[src/rtl/layer_sequencer.sv]
// Layer sequencer: walks a 32-entry layer table, launching conv/dense/pool controllers with ping-pong buffer routing.
// Latency: start -> layer_start in 2 cycles; layer_done -> next layer_start in 2 cycles, or done in 1 cycle for the last layer.
// Backpressure: none; start is ignored while busy and layer_done is honoured only in RUN. Optional SEQ_TIMEOUT_EN adds a RUN watchdog.
module layer_sequencer (
    input  logic       clk,
    input  logic       rst,
    input  logic       cfg_we,
    input  logic [4:0] cfg_addr,
    input  logic [1:0] cfg_type,
    input  logic [5:0] num_layers,
    input  logic       first_buf1,
    input  logic       start,
    input  logic       layer_done,
    output logic [2:0] comp_sel,
    output logic [1:0] aybz_azby,
    output logic       layer_start,
    output logic [4:0] layer_idx,
    output logic       busy,
    output logic       done,
    output logic       error,
    output logic       timeout
);

    typedef enum logic [2:0] {S_IDLE, S_LOAD, S_LAUNCH, S_RUN, S_DONE} state_t;

    localparam logic [1:0] TYPE_INVALID = 2'b00;
    localparam logic [1:0] TYPE_DENSE   = 2'b10;

    state_t     state, state_nxt;
    logic [1:0] table_q [32];
    logic [5:0] nl_q;
    logic [5:0] nl_in;
    logic       drv_q;
    logic [1:0] cur_type;
    logic       last_layer;
    logic       run_tmo;

    assign nl_in      = (num_layers > 6'd32) ? 6'd32 : num_layers;
    assign cur_type   = table_q[layer_idx];
    assign last_layer = ({1'b0, layer_idx} == (nl_q - 6'd1));

`ifdef SEQ_TIMEOUT_EN
    logic [15:0] tmo_cnt;
    logic        timeout_q;

    // The increment that would take the counter to 0xFFFF aborts the layer instead.
    assign run_tmo = (state == S_RUN) && !layer_done && (tmo_cnt == 16'hFFFE);
    assign timeout = timeout_q;

    // RUN watchdog: cleared while launching, counts RUN cycles, sticky flag until next start.
    always_ff @(posedge clk) begin
        if (rst) begin
            tmo_cnt   <= 16'd0;
            timeout_q <= 1'b0;
        end else begin
            if (state == S_LAUNCH)
                tmo_cnt <= 16'd0;
            else if (state == S_RUN)
                tmo_cnt <= tmo_cnt + 16'd1;
            if (state == S_IDLE && start)
                timeout_q <= 1'b0;
            else if (run_tmo)
                timeout_q <= 1'b1;
        end
    end
`else
    assign run_tmo = 1'b0;
    assign timeout = 1'b0;
`endif

    // Layer table: writable only while idle, deliberately untouched by reset.
    always_ff @(posedge clk) begin
        if (cfg_we && !busy)
            table_q[cfg_addr] <= cfg_type;
    end

    // Next-state logic.
    always_comb begin
        state_nxt = state;
        case (state)
            S_IDLE:   if (start) state_nxt = (nl_in == 6'd0) ? S_DONE : S_LOAD;
            S_LOAD:   state_nxt = (cur_type == TYPE_INVALID) ? S_IDLE : S_LAUNCH;
            S_LAUNCH: state_nxt = S_RUN;
            S_RUN: begin
                if (layer_done)
                    state_nxt = last_layer ? S_DONE : S_LOAD;
                else if (run_tmo)
                    state_nxt = S_IDLE;
            end
            S_DONE:   state_nxt = S_IDLE;
            default:  state_nxt = S_IDLE;
        endcase
    end

    // State register plus outputs registered from the next state so they line up with it.
    always_ff @(posedge clk) begin
        if (rst) begin
            state       <= S_IDLE;
            comp_sel    <= 3'b000;
            aybz_azby   <= 2'b01;
            layer_start <= 1'b0;
            layer_idx   <= 5'd0;
            busy        <= 1'b0;
            done        <= 1'b0;
            error       <= 1'b0;
            nl_q        <= 6'd0;
            drv_q       <= 1'b0;
        end else begin
            state       <= state_nxt;
            busy        <= (state_nxt != S_IDLE);
            done        <= (state_nxt == S_DONE);
            layer_start <= (state_nxt == S_LAUNCH);

            if (state_nxt == S_LAUNCH) begin
                // Type codes 01/10/11 map directly onto comp_sel 001/010/011.
                comp_sel  <= {1'b0, cur_type};
                aybz_azby <= {cur_type == TYPE_DENSE, drv_q};
            end else if (state_nxt != S_RUN) begin
                comp_sel  <= 3'b000;
                aybz_azby <= 2'b01;
            end

            if (state == S_IDLE && start) begin
                nl_q      <= nl_in;
                drv_q     <= first_buf1;
                layer_idx <= 5'd0;
                error     <= 1'b0;
            end

            if (state == S_LOAD && cur_type == TYPE_INVALID)
                error <= 1'b1;

            if (state == S_RUN && layer_done) begin
                drv_q <= ~drv_q;
                if (!last_layer)
                    layer_idx <= layer_idx + 5'd1;
            end
        end
    end

endmodule

[config.mk]
export PLATFORM = sky130hd
export DESIGN_NAME = layer_sequencer
export DESIGN_NICKNAME = d
export VERILOG_FILES = /design/src/rtl/layer_sequencer.sv
export SDC_FILE = /design/constraint.sdc
export NUM_CORES = 1
export LEC_CHECK = 0
export ABC_AREA = 0
export BUFFER_PORTS_ARGS = -buffer_cell sky130_fd_sc_hd__buf_2
export CAP_MARGIN = 0
export CORE_MARGIN = 2
export CORE_UTILIZATION = 59
export DETAILED_ROUTE_END_ITERATION = 12
export PLACE_DENSITY_LB_ADDON = 0.3
export SYNTH_ARGS = -nofsm -noshare
export SYNTH_HDL_FRONTEND = slang
export SYNTH_SLANG_ARGS = --single-unit
[constraint.sdc]
create_clock -name clk -period 2.5 [get_ports clk]
set_input_delay 0.625 -clock clk [delete_from_list [all_inputs] [get_ports clk]]
set_output_delay 0.625 -clock clk [all_outputs]
set_load 0.005 [all_outputs]
==> summary.txt, run 1 <==
Setup path
  – Largest stage delay on the critical path: ~0.55 ns
  – CP top delay family: simple AND/OR/NAND/NOR gates
  – Data arrival, critical path: ~2.4 ns
  – CP bufs+invs: 0
  – CP max FO: 8
  – Critical path endpoint category: register
  – Critical path data required time: 2.75 ns
  – Crit start category: register
  – Slowest-stage cell, CP: nor2b_1
  – Cell Chain, Critical Path: nor2b_1, a22oi_1, and4_1, a211oi_2, a21oi_2, or2_1
  – Kind of critical path: register to register

Clock tree
  – Post_cts resized: 0
  – CTS sink count: 87
  – Clk_lat worst skew: ~0.35 ns
  – CTS tree: done
  – Clock root cell: clkbuf_8
  – CTS max path bufs: 2
  – Post-CTS Hold Fix Bufs: 0
  – Clk slew on worst S/H paths: 0.09 ns
  – Num CTS Buffers: 9
  – # Post-CTS Setup Buffers: 0
  – CTS HTree Levels: 3

Final layout
  – Antenna Cells: 0
  – Fin nets: approximately 380
  – Filler cells: 492
  – Area grow syn2layout: 10.2%
  – Commonest non-fill, non-tap cell in the layout: edfxtp_1
  – Share of layout cells above drive strength 1: between 10% and 20%
  – Most frequent cells in the layout: edfxtp_1, nor2_1, mux2i_1
  – Register area: 2380 um2
  – Non-filler cells, final: ~440
  – Design area: approximately 4200 um2
  – Multi-input logic area: around 1300 um2

Floorplanning
  – Die Wd: approximately 85 um
  – IO Pins: 34
  – Die area: approximately 7200 um2
  – Std cell rows: 29
  – Die H: between 80 and 90 um
  – Core box area: ~6300 um2
  – Starting Density: between 60% and 70%

Timing
  – Relative slew slack: 50.3%
  – Setup violators final: 0
  – Minimum clock period: roughly 2.2 ns
  – Least-Margin Pin Slew: between 0.7 and 0.8 ns
  – Max-slew violation count: 0
  – Final critical-path share of the clock period: around 88%
  – RSZ-0062 raised after global routing: false
  – Top achievable clock speed: 456 MHz
  – Setup tns final: 0 ns
  – Final Skew: approximately 0.013 ns
  – Final Hold Vio Count: 0
  – PnR worst setup slack: a little over 0.3 ns
  – Hold_ws: between 0.4 and 0.5 ns

Run
  – Max-cap viol count: 0

Route
  – Average wire per standard cell: ~17 um
  – Drt total wl: ~7000 um
  – Vias per cell: 5.78
  – Vias: 2525
  – Residual DRC count: 0
  – Iter 0 DRT Violations: just under 200
  – DRT antenna net count: 0
  – Router iterations before antenna repair: 5

Synthesis
  – Post-synth EDFFs: between 60 and 70
  – Post-synth ARST share: 0%
  – Post-Syn Instances: 322
  – Post-Syn Area per Cell: 11.9 um2
  – Seq/Total Area, Yosys: about three fifths
  – Top FF cell, synth: edfxtp_1
  – Yosys reg bits: just under 90
  – Number of distinct library cells after synthesis: 43
  – Synthesized area: approximately 3800 um2
  – Yosys warning count: 0

Pwr
  – Clk network pwr share: about a third
  – Pleak: 1.41 nW
  – Switching part of the total: between 20% and 30%
  – Sequential power share: around three fifths
  – Comb power frac: 6.3%
  – Total internal power: 2.02 mW
  – Power per Cell Area: roughly 620 nW/um2
  – Peak VDD IR: approximately 0.5 mV
  – Sw power: roughly 600 uW

Place
  – Dpl cell area: roughly 4000 um2
  – Gp weighted congestion: approximately 0.80
  – Port bufs: 31
  – Placed insts: between 400 and 500
  – Worst slack at placement: 0.288 ns
  – Post-DP HPWL: 5000 um

Global route
  – GRT Util Overall: around a fifth
  – Initial antenna violation count: 0
  – Largest net degree at the start of global routing: 33
  – Grt ovf: 0
  – Vias in the first global route: 2401
  – Global-route wire length before repair: between 10000 and 15000 um

Min path
  – HP Class: register to register

Outcome
  – Outcome: complete, no violations
## layer usage
layer / track usage, % / vias up / share of wire (%)
met1: 27.3 / 1222 / 42
li1: - / 1232 / -
met5: 0 / - / 0
met4: 8.37 / 0 / 2.1
met2: 34.6 / 60 / 51
met3: 5.90 / 11 / 5.2
## area by class of cell
class                   count  area share, %
repair buffers             38           4.90
clock buffers              10           3.25
flip-flops and latches     87           56.3
inverters                   6          0.532
well taps                  77           2.27
multi-input cells         213           31.7
clock inverters             6           1.03
## worst min-delay path: stages (launching register included)
cell	delay (ns)
dfxtp_1	0.32
nand2_1	0.05
o21ai_1	0.06
## worst paths after layout
path                                    from            to  slack (ns)  depth (start not counted)
worst max-delay path            layer_idx[1]      state[1]        0.31                          6
worst min-delay path            aybz_azby[1]  aybz_azby[1]        0.47                          2
worst max register to register  layer_idx[1]      state[1]        0.31                          6
worst min register to register  aybz_azby[1]  aybz_azby[1]        0.47                          2
## sequential cells by signal (all words and copies together) (netlist names)
register / flops
aybz_azby: 2
comp_sel: 2
table_q: 64
nl_q: 6
busy: 1
layer_start: 1
done: 1
layer_idx: 5
state: 3
error: 1
drv_q: 1
## cell usage after synthesis, types with 3 or more instances
cell      number  share of area [%]
a21oi_1       20                2.6
a22oi_1       14                2.7
buf_2          6               0.78
buf_4          5               0.98
clkbuf_1       5               0.49
dfxtp_1       23                 12
edfxtp_1      64                 50
inv_1          6               0.59
mux2i_1       32                8.3
nand2_1       26                2.5
nand2b_1       4               0.65
nand3_1        7               0.91
nand3b_1      12                2.3
nor2_1        45                4.4
nor2b_1        4               0.65
o211ai_1       3               0.59
o21ai_1        4               0.52
or2_1          3               0.49
or3_1          6               0.98
or3b_2         3               0.68
xnor2_1        4               0.91
## power by group through the flow
stage          combinational (mW)  sequential [mW]  clock [mW]
3_3_place_gp                0.161             1.62           0
5_1_grt                     0.183             1.59       0.944
3_5_place_dp                0.165             1.62           0
2_1_floorplan               0.103             1.61           0
4_1_cts                     0.166             1.59       0.884
6_report                    0.165             1.59       0.877
## through the flow
stage	total power [mW]	util, %
global route	2.72	67.1
detailed placement	1.78	64.2
floorplan	1.72	-
finish	2.63	67.1
global placement	1.78	64.2
CTS	2.64	67.1
## cell families after synthesis
kind of cell | count (synthesis) | share of synthesized area (%)
mux | 32 | 8.33
fa+ha+maj | 2 | 0.651
simple gates | 122 | 16.1
flops | 87 | 62.0
compound gates | 49 | 8.37
buf+inv | 23 | 3.13
other cells | 1 | 0.0976
xor+xnor | 6 | 1.37
Power figures use the tool's default switching activity.
==> run 2, diff against run 1 <==
--- a/config.mk
+++ b/config.mk
@@ -12,6 +12,7 @@
 export CORE_UTILIZATION = 59
 export DETAILED_ROUTE_END_ITERATION = 12
 export PLACE_DENSITY_LB_ADDON = 0.3
+export RECOVER_POWER = 100
 export SYNTH_ARGS = -nofsm -noshare
 export SYNTH_HDL_FRONTEND = slang
 export SYNTH_SLANG_ARGS = --single-unit
==> run 2 against run 1 <==
  * Critical endpoint unchanged
  * Die area did not move
  * Routed wire length barely moved
  * Highest routed layer unchanged
  * Clock power barely moved
  * Largest power group unchanged
  * Sequential cell count did not move
==> summary.txt, run 2 (synthesized netlist as in run 1, its figures left out) <==
Setup path
  – Worst r2r path cells: 6 (unchanged)
  – Critical path data required time: 2.74 ns (about the same)
  – Reg2Reg Capture Point: state[1]
  – CP max FO: 8 (unchanged)
  – Crit start category: register
  – Kind of critical path: register to register
  – Data arrival, critical path: 2.46 ns (+0.02 ns)
  – R2r setup slk: 0.28 ns (-0.02 ns)
  – Critical path endpoint category: register
  – FF-to-FF Start: layer_idx[1]

Clock tree
  – Post_cts resized: 0 (unchanged)
  – CTS tree: done
  – Clk_lat worst skew: 0.35 ns (about the same)
  – CTS HTree Levels: 3 (unchanged)
  – # Post-CTS Setup Buffers: 0 (unchanged)
  – Num CTS Buffers: 9 (unchanged)
  – Post-CTS Hold Fix Bufs: 0 (unchanged)
  – CTS sink count: 87 (unchanged)
  – CTS max path bufs: 2 (unchanged)
  – Clock root cell: clkbuf_8
  – Clk slew on worst S/H paths: 0.09 ns (about the same)

Place
  – Post-DP HPWL: 5000 um (unchanged)
  – Placed insts: 421 (unchanged)
  – Port bufs: 31 (unchanged)
  – Gp weighted congestion: 0.803 (unchanged)

Floorplanning
  – Starting Density: 60.9% (unchanged)
  – Die area: 7180 um2 (unchanged)
  – Std cell rows: 29 (unchanged)
  – Core box area: 6310 um2 (unchanged)
  – Die Wd: 84.7 um (unchanged)
  – Die H: 84.7 um (unchanged)
  – IO Pins: 34 (unchanged)

Route
  – DRT antenna net count: 0 (unchanged)
  – Iter 0 DRT Violations: 188 (-5.5%)
  – Drt total wl: 7210 um (about the same)
  – Vias: 2553 (+1.1%)
  – Vias per cell: 5.84 (+1.1%)
  – Router iterations before antenna repair: 5 (unchanged)
  – Residual DRC count: 0 (unchanged)
  – Average wire per standard cell: 16.5 um (about the same)

Pwr
  – Peak VDD IR: 0.498 mV (+0.23%)
  – Pleak: 1.39 nW (-1.5%)
  – Power per Cell Area: 622 nW/um2 (+0.27%)
  – Pwr Total: 2.62 mW (-0.18%)

Min path
  – Hold path startpoint: comp_sel[1]
  – HP Class: register to register
  – Min-Delay Endpoint: comp_sel[1]
  – Worst Hold Depth: 2 (unchanged)

Timing
  – Final Skew: 0.0114 ns (-0.00130 ns)
  – Final critical-path share of the clock period: 88.7% (+0.94 points)
  – Setup tns final: 0 ns (unchanged)
  – Minimum clock period: 2.22 ns (+0.0234 ns)
  – Least-Margin Pin Slew: 1.32 ns (+0.572 ns)
  – Relative slew slack: 11.0% (-39 points)
  – Setup violators final: 0 (unchanged)
  – Max-slew violation count: 0 (unchanged)
  – RSZ-0062 raised after global routing: false
  – Final Hold Vio Count: 0 (unchanged)
  – Top achievable clock speed: 451 MHz (-1.1%)

Final layout
  – Non-filler cells, final: 437 (unchanged)
  – Filler cells: 501 (+1.8%)
  – Share of layout cells above drive strength 1: 16.1% (-1.9 points)
  – Fin nets: 376 (unchanged)
  – Biggest regs: table_q: 64 flops, nl_q: 6 flops, layer_idx: 5 flops
  – Reg with most FFs: table_q
  – Number of flip-flops under the largest register name: 64 (unchanged)
  – Area grow syn2layout: 9.73%
  – Commonest non-fill, non-tap cell in the layout: edfxtp_1
  – Most frequent cells in the layout: edfxtp_1, nor2_1, mux2i_1
  – Antenna Cells: 0 (unchanged)

Global route
  – Vias in the first global route: 2401 (unchanged)
  – Global-route wire length before repair: 11600 um (unchanged)
  – Largest net degree at the start of global routing: 33 (unchanged)
  – GRT Util Overall: 21.3% (unchanged)
  – Grt ovf: 0 (unchanged)
  – Initial antenna violation count: 0 (unchanged)

Run
  – Max-cap viol count: 0 (unchanged)

Outcome
  – Outcome: complete, no violations
[run 2: worst max-delay path, cell delays in order (launching register included)]
cell and delay, ns:
dfxtp_1 0.48, nor2b_1 0.55, a22oi_1 0.18, and4_1 0.23, a211oi_2 0.30, a21oi_1 0.16
or2_1 0.22
[run 2: layout make-up]
cell class / instances / area [um2] / area share [%]
Clock buffer: 10 / 138 / 3.26
Clock inverter: 6 / 43.8 / 1.04
Inverter: 6 / 22.5 / 0.534
Multi-Input combinational cell: 213 / 1340 / 31.7
Sequential cell: 87 / 2380 / 56.5
Tap cell: 77 / 96.3 / 2.28
Timing Repair Buffer: 38 / 199 / 4.72
[run 2: power breakdown]
group | total [mW] | leakage [nW] | switching (mW) | internal [mW]
logic | 0.163 | 0.535 | 0.105 | 0.0577
registers | 1.59 | 0.764 | 0.0167 | 1.57
clock network | 0.874 | 0.0892 | 0.482 | 0.392
[run 2: worst max-delay path by stage]
stage	from	end	cells past startpoint
after floorplan	nl_q[0]	layer_idx[4]	10
after global placement	layer_idx[1]	state[1]	6
after global routing	layer_idx[1]	state[1]	6
final	layer_idx[1]	state[1]	6
after CTS	layer_idx[1]	state[1]	6
after detailed placement	layer_idx[1]	state[1]	6
[run 2: stage by stage]
stage / worst slack (ns) / util [%] / instance area, um2 / hold WS, ns
3_5_place_dp: 0.288 / 64.2 / 4060 / 0.442
6_report: 0.282 / 66.8 / 4220 / 0.471
2_1_floorplan: 0.649 / - / 3850 / 0.439
4_1_cts: 0.298 / 67.1 / 4240 / 0.464
3_3_place_gp: 0.397 / 64.2 / 4060 / 0.432
5_1_grt: 0.0845 / 66.8 / 4220 / 0.488
[run 2: layer usage]
| layer | part of all wire, % | global-route usage [%] |
|---|---|---|
| met2 | 51 | 34.6 |
| met5 | 0 | 0 |
| met3 | 4.0 | 5.90 |
| met1 | 43 | 27.3 |
| met4 | 2.1 | 8.37 |
==> run 3, diff against run 2 <==
--- a/config.mk
+++ b/config.mk
@@ -13,6 +13,7 @@
 export DETAILED_ROUTE_END_ITERATION = 12
 export PLACE_DENSITY_LB_ADDON = 0.3
 export RECOVER_POWER = 100
+export SETUP_SLACK_MARGIN = 0.4
 export SYNTH_ARGS = -nofsm -noshare
 export SYNTH_HDL_FRONTEND = slang
 export SYNTH_SLANG_ARGS = --single-unit
==> run 3 against run 2 <==
  * Fmax increased by 1.1%
  * Combinational power about the same
  * Total power about the same
  * Routed wire length increased by 0.76%
  * Register-to-register slack improved by 0.02 ns
  * Die area unchanged
  * Via count about the same
  * Cell count increased by 0.23%
  * Setup slack improved by 0.024 ns
  * Final area increased by 0.50%
==> summary.txt, run 3 (synthesized netlist as in run 1, its figures left out) <==
Timing
  – Max-slew violation count: 0 (unchanged)
  – Hold_ws: 0.463 ns (-0.00805 ns)
  – RSZ-0062 raised after global routing: true
  – Top achievable clock speed: 456 MHz (+1.1%)
  – Relative slew slack: 10.7% (-0.36 points)
  – Final Hold Vio Count: 0 (unchanged)
  – Setup violators final: 0 (unchanged)
  – Final Skew: 0.0117 ns (+0.000299 ns)
  – Setup tns final: 0 ns (unchanged)
  – Least-Margin Pin Slew: 1.32 ns (+0.00530 ns)
  – Minimum clock period: 2.19 ns (-0.0238 ns)
  – Final critical-path share of the clock period: 87.8% (-0.95 points)

Route
  – Router iterations before antenna repair: 5 (unchanged)
  – Average wire per standard cell: 16.6 um (+0.53%)
  – Residual DRC count: 0 (unchanged)
  – DRT antenna net count: 0 (unchanged)
  – Iter 0 DRT Violations: 199 (+5.9%)
  – Vias per cell: 5.82 (-0.31%)
  – Drt total wl: 7270 um (+0.76%)
  – Vias: 2551 (-0.078%)

Clock tree
  – Num CTS Buffers: 9 (unchanged)
  – CTS tree: done
  – Clk_lat worst skew: 0.35 ns (about the same)
  – CTS max path bufs: 2 (unchanged)
  – Clock root cell: clkbuf_8
  – CTS HTree Levels: 3 (unchanged)
  – Post-CTS Hold Fix Bufs: 0 (unchanged)
  – Clk slew on worst S/H paths: 0.09 ns (about the same)
  – CTS sink count: 87 (unchanged)

Pwr
  – Switching part of the total: 23.1% (+0.067 points)
  – Power per Cell Area: 619 nW/um2 (-0.42%)
  – Comb power frac: 6.2% (about the same)
  – Pleak: 1.40 nW (+0.95%)
  – Peak VDD IR: 0.495 mV (-0.46%)
  – Sequential power share: 60.4% (about the same)
  – Sw power: 606 uW (+0.37%)
  – Total internal power: 2.02 mW (about the same)
  – Clk network pwr share: 33.5% (+0.2 points)

Floorplanning
  – Starting Density: 60.9% (unchanged)
  – Core box area: 6310 um2 (unchanged)
  – IO Pins: 34 (unchanged)
  – Die area: 7180 um2 (unchanged)
  – Die H: 84.7 um (unchanged)
  – Die Wd: 84.7 um (unchanged)
  – Std cell rows: 29 (unchanged)

Final layout
  – Antenna Cells: 0 (unchanged)
  – Utilization after layout: 67.1% (+0.34 points)
  – Most frequent cells in the layout: edfxtp_1, nor2_1, mux2i_1
  – Fin nets: 377 (+0.27%)
  – Reg with most FFs: table_q
  – Design area: 4240 um2 (+0.50%)
  – Biggest regs: table_q: 64 flops, nl_q: 6 flops, layer_idx: 5 flops
  – Filler cells: 497 (-0.80%)
  – Commonest non-fill, non-tap cell in the layout: edfxtp_1
  – Area grow syn2layout: 10.3%
  – Multi-input logic area: 1340 um2 (+0.28%)
  – Share of layout cells above drive strength 1: 16.9% (+0.79 points)
  – Number of flip-flops under the largest register name: 64 (unchanged)
  – Register area: 2390 um2 (+0.10%)

Global route
  – GRT Util Overall: 21.3% (+0.063 points)
  – Global-route wire length before repair: 11600 um (+0.24%)
  – Largest net degree at the start of global routing: 33 (unchanged)
  – Grt ovf: 0 (unchanged)
  – Initial antenna violation count: 0 (unchanged)
  – Vias in the first global route: 2404 (+0.12%)

Setup path
  – Critical path endpoint category: register
  – Worst r2r path cells: 9 (+3)
  – CP max FO: 9 (+1)
  – FF-to-FF Start: nl_q[0]
  – Data arrival, critical path: 2.46 ns (about the same)
  – R2r setup slk: 0.31 ns (+0.02 ns)
  – Reg2Reg Capture Point: layer_idx[0]
  – Kind of critical path: register to register
  – Crit start category: register
  – Critical path data required time: 2.76 ns (+0.02 ns)

Run
  – Max-cap viol count: 0 (unchanged)

Outcome
  – Outcome: complete, no violations

Min path
  – HP Class: register to register
  – Hold path startpoint: aybz_azby[1]
  – Worst Hold Depth: 2 (unchanged)
  – Min-Delay Endpoint: aybz_azby[1]

Place
  – Port bufs: 31 (unchanged)
  – Post-DP HPWL: 5000 um (unchanged)
  – Dpl cell area: 4060 um2 (unchanged)
  – Gp weighted congestion: 0.803 (unchanged)
[run 3: cell types whose count changed in the layout (fill, tap and decap cells not counted), sizes merged]
cell    change
buf         +2
clkbuf      -1
[run 3: worst max-delay path by stage]
stage	startpoint	depth (start not counted)	slack [ns]	end
3_3_place_gp	layer_idx[1]	6	0.40	state[1]
5_1_grt	nl_q[0]	9	0.20	layer_idx[0]
6_report	nl_q[0]	9	0.31	layer_idx[0]
4_1_cts	layer_idx[0]	7	0.40	layer_idx[0]
3_5_place_dp	layer_idx[1]	6	0.29	state[1]
2_1_floorplan	nl_q[0]	10	0.65	layer_idx[4]
[run 3: worst max-delay path, stage by stage (launching register included)]
cell and delay [ns]:
dfxtp_1 0.39, inv_1 0.06, ha_1 0.23, nand2_1 0.09
nand2b_1 0.06, a2111oi_0 0.49, nand4_1 0.32, nand2b_4 0.21
nand3_1 0.09, a21oi_1 0.17
[run 3: power by group through the flow]
stage	registers (mW)	clock network, mW	logic (mW)
2_1_floorplan	1.61	0	0.103
3_3_place_gp	1.62	0	0.161
3_5_place_dp	1.62	0	0.165
4_1_cts	1.59	0.884	0.166
5_1_grt	1.59	0.944	0.179
6_report	1.58	0.879	0.162
[run 3: per-stage QoR]
step | setup WS (ns) | std cells | power, mW
after floorplan | 0.649 | 323 | 1.72
after global placement | 0.397 | 421 | 1.78
after detailed placement | 0.288 | 421 | 1.78
after CTS | 0.404 | 437 | 2.64
after global routing | 0.205 | 438 | 2.71
final | 0.306 | 438 | 2.63
[run 3: what timing repair did]
action                     CTS  global route
pin swaps                    0             1
gates cloned                 0             0
gates resized for setup      1             8
setup endpoints to repair    2             9
buffers inserted             0             1
[run 3: metal layers]
metal / vias up / track usage (%) / part of all wire (%) / wire, um
li1: 1233 / - / - / -
met1: 1255 / 27.3 / 44 / 3160
met2: 50 / 34.4 / 50 / 3650
met3: 13 / 5.90 / 3.9 / 281
met4: 0 / 8.95 / 2.4 / 172
met5: - / 0 / 0 / 0
[run 3: cell type report]
class | instances | share of cell area, %
Timing Repair Buffer | 39 | 5.05
Clock inverter | 6 | 1.03
Clock buffer | 10 | 3.25
Inverter | 6 | 0.531
Tap cell | 77 | 2.27
Sequential cell | 87 | 56.3
Multi-Input combinational cell | 213 | 31.6
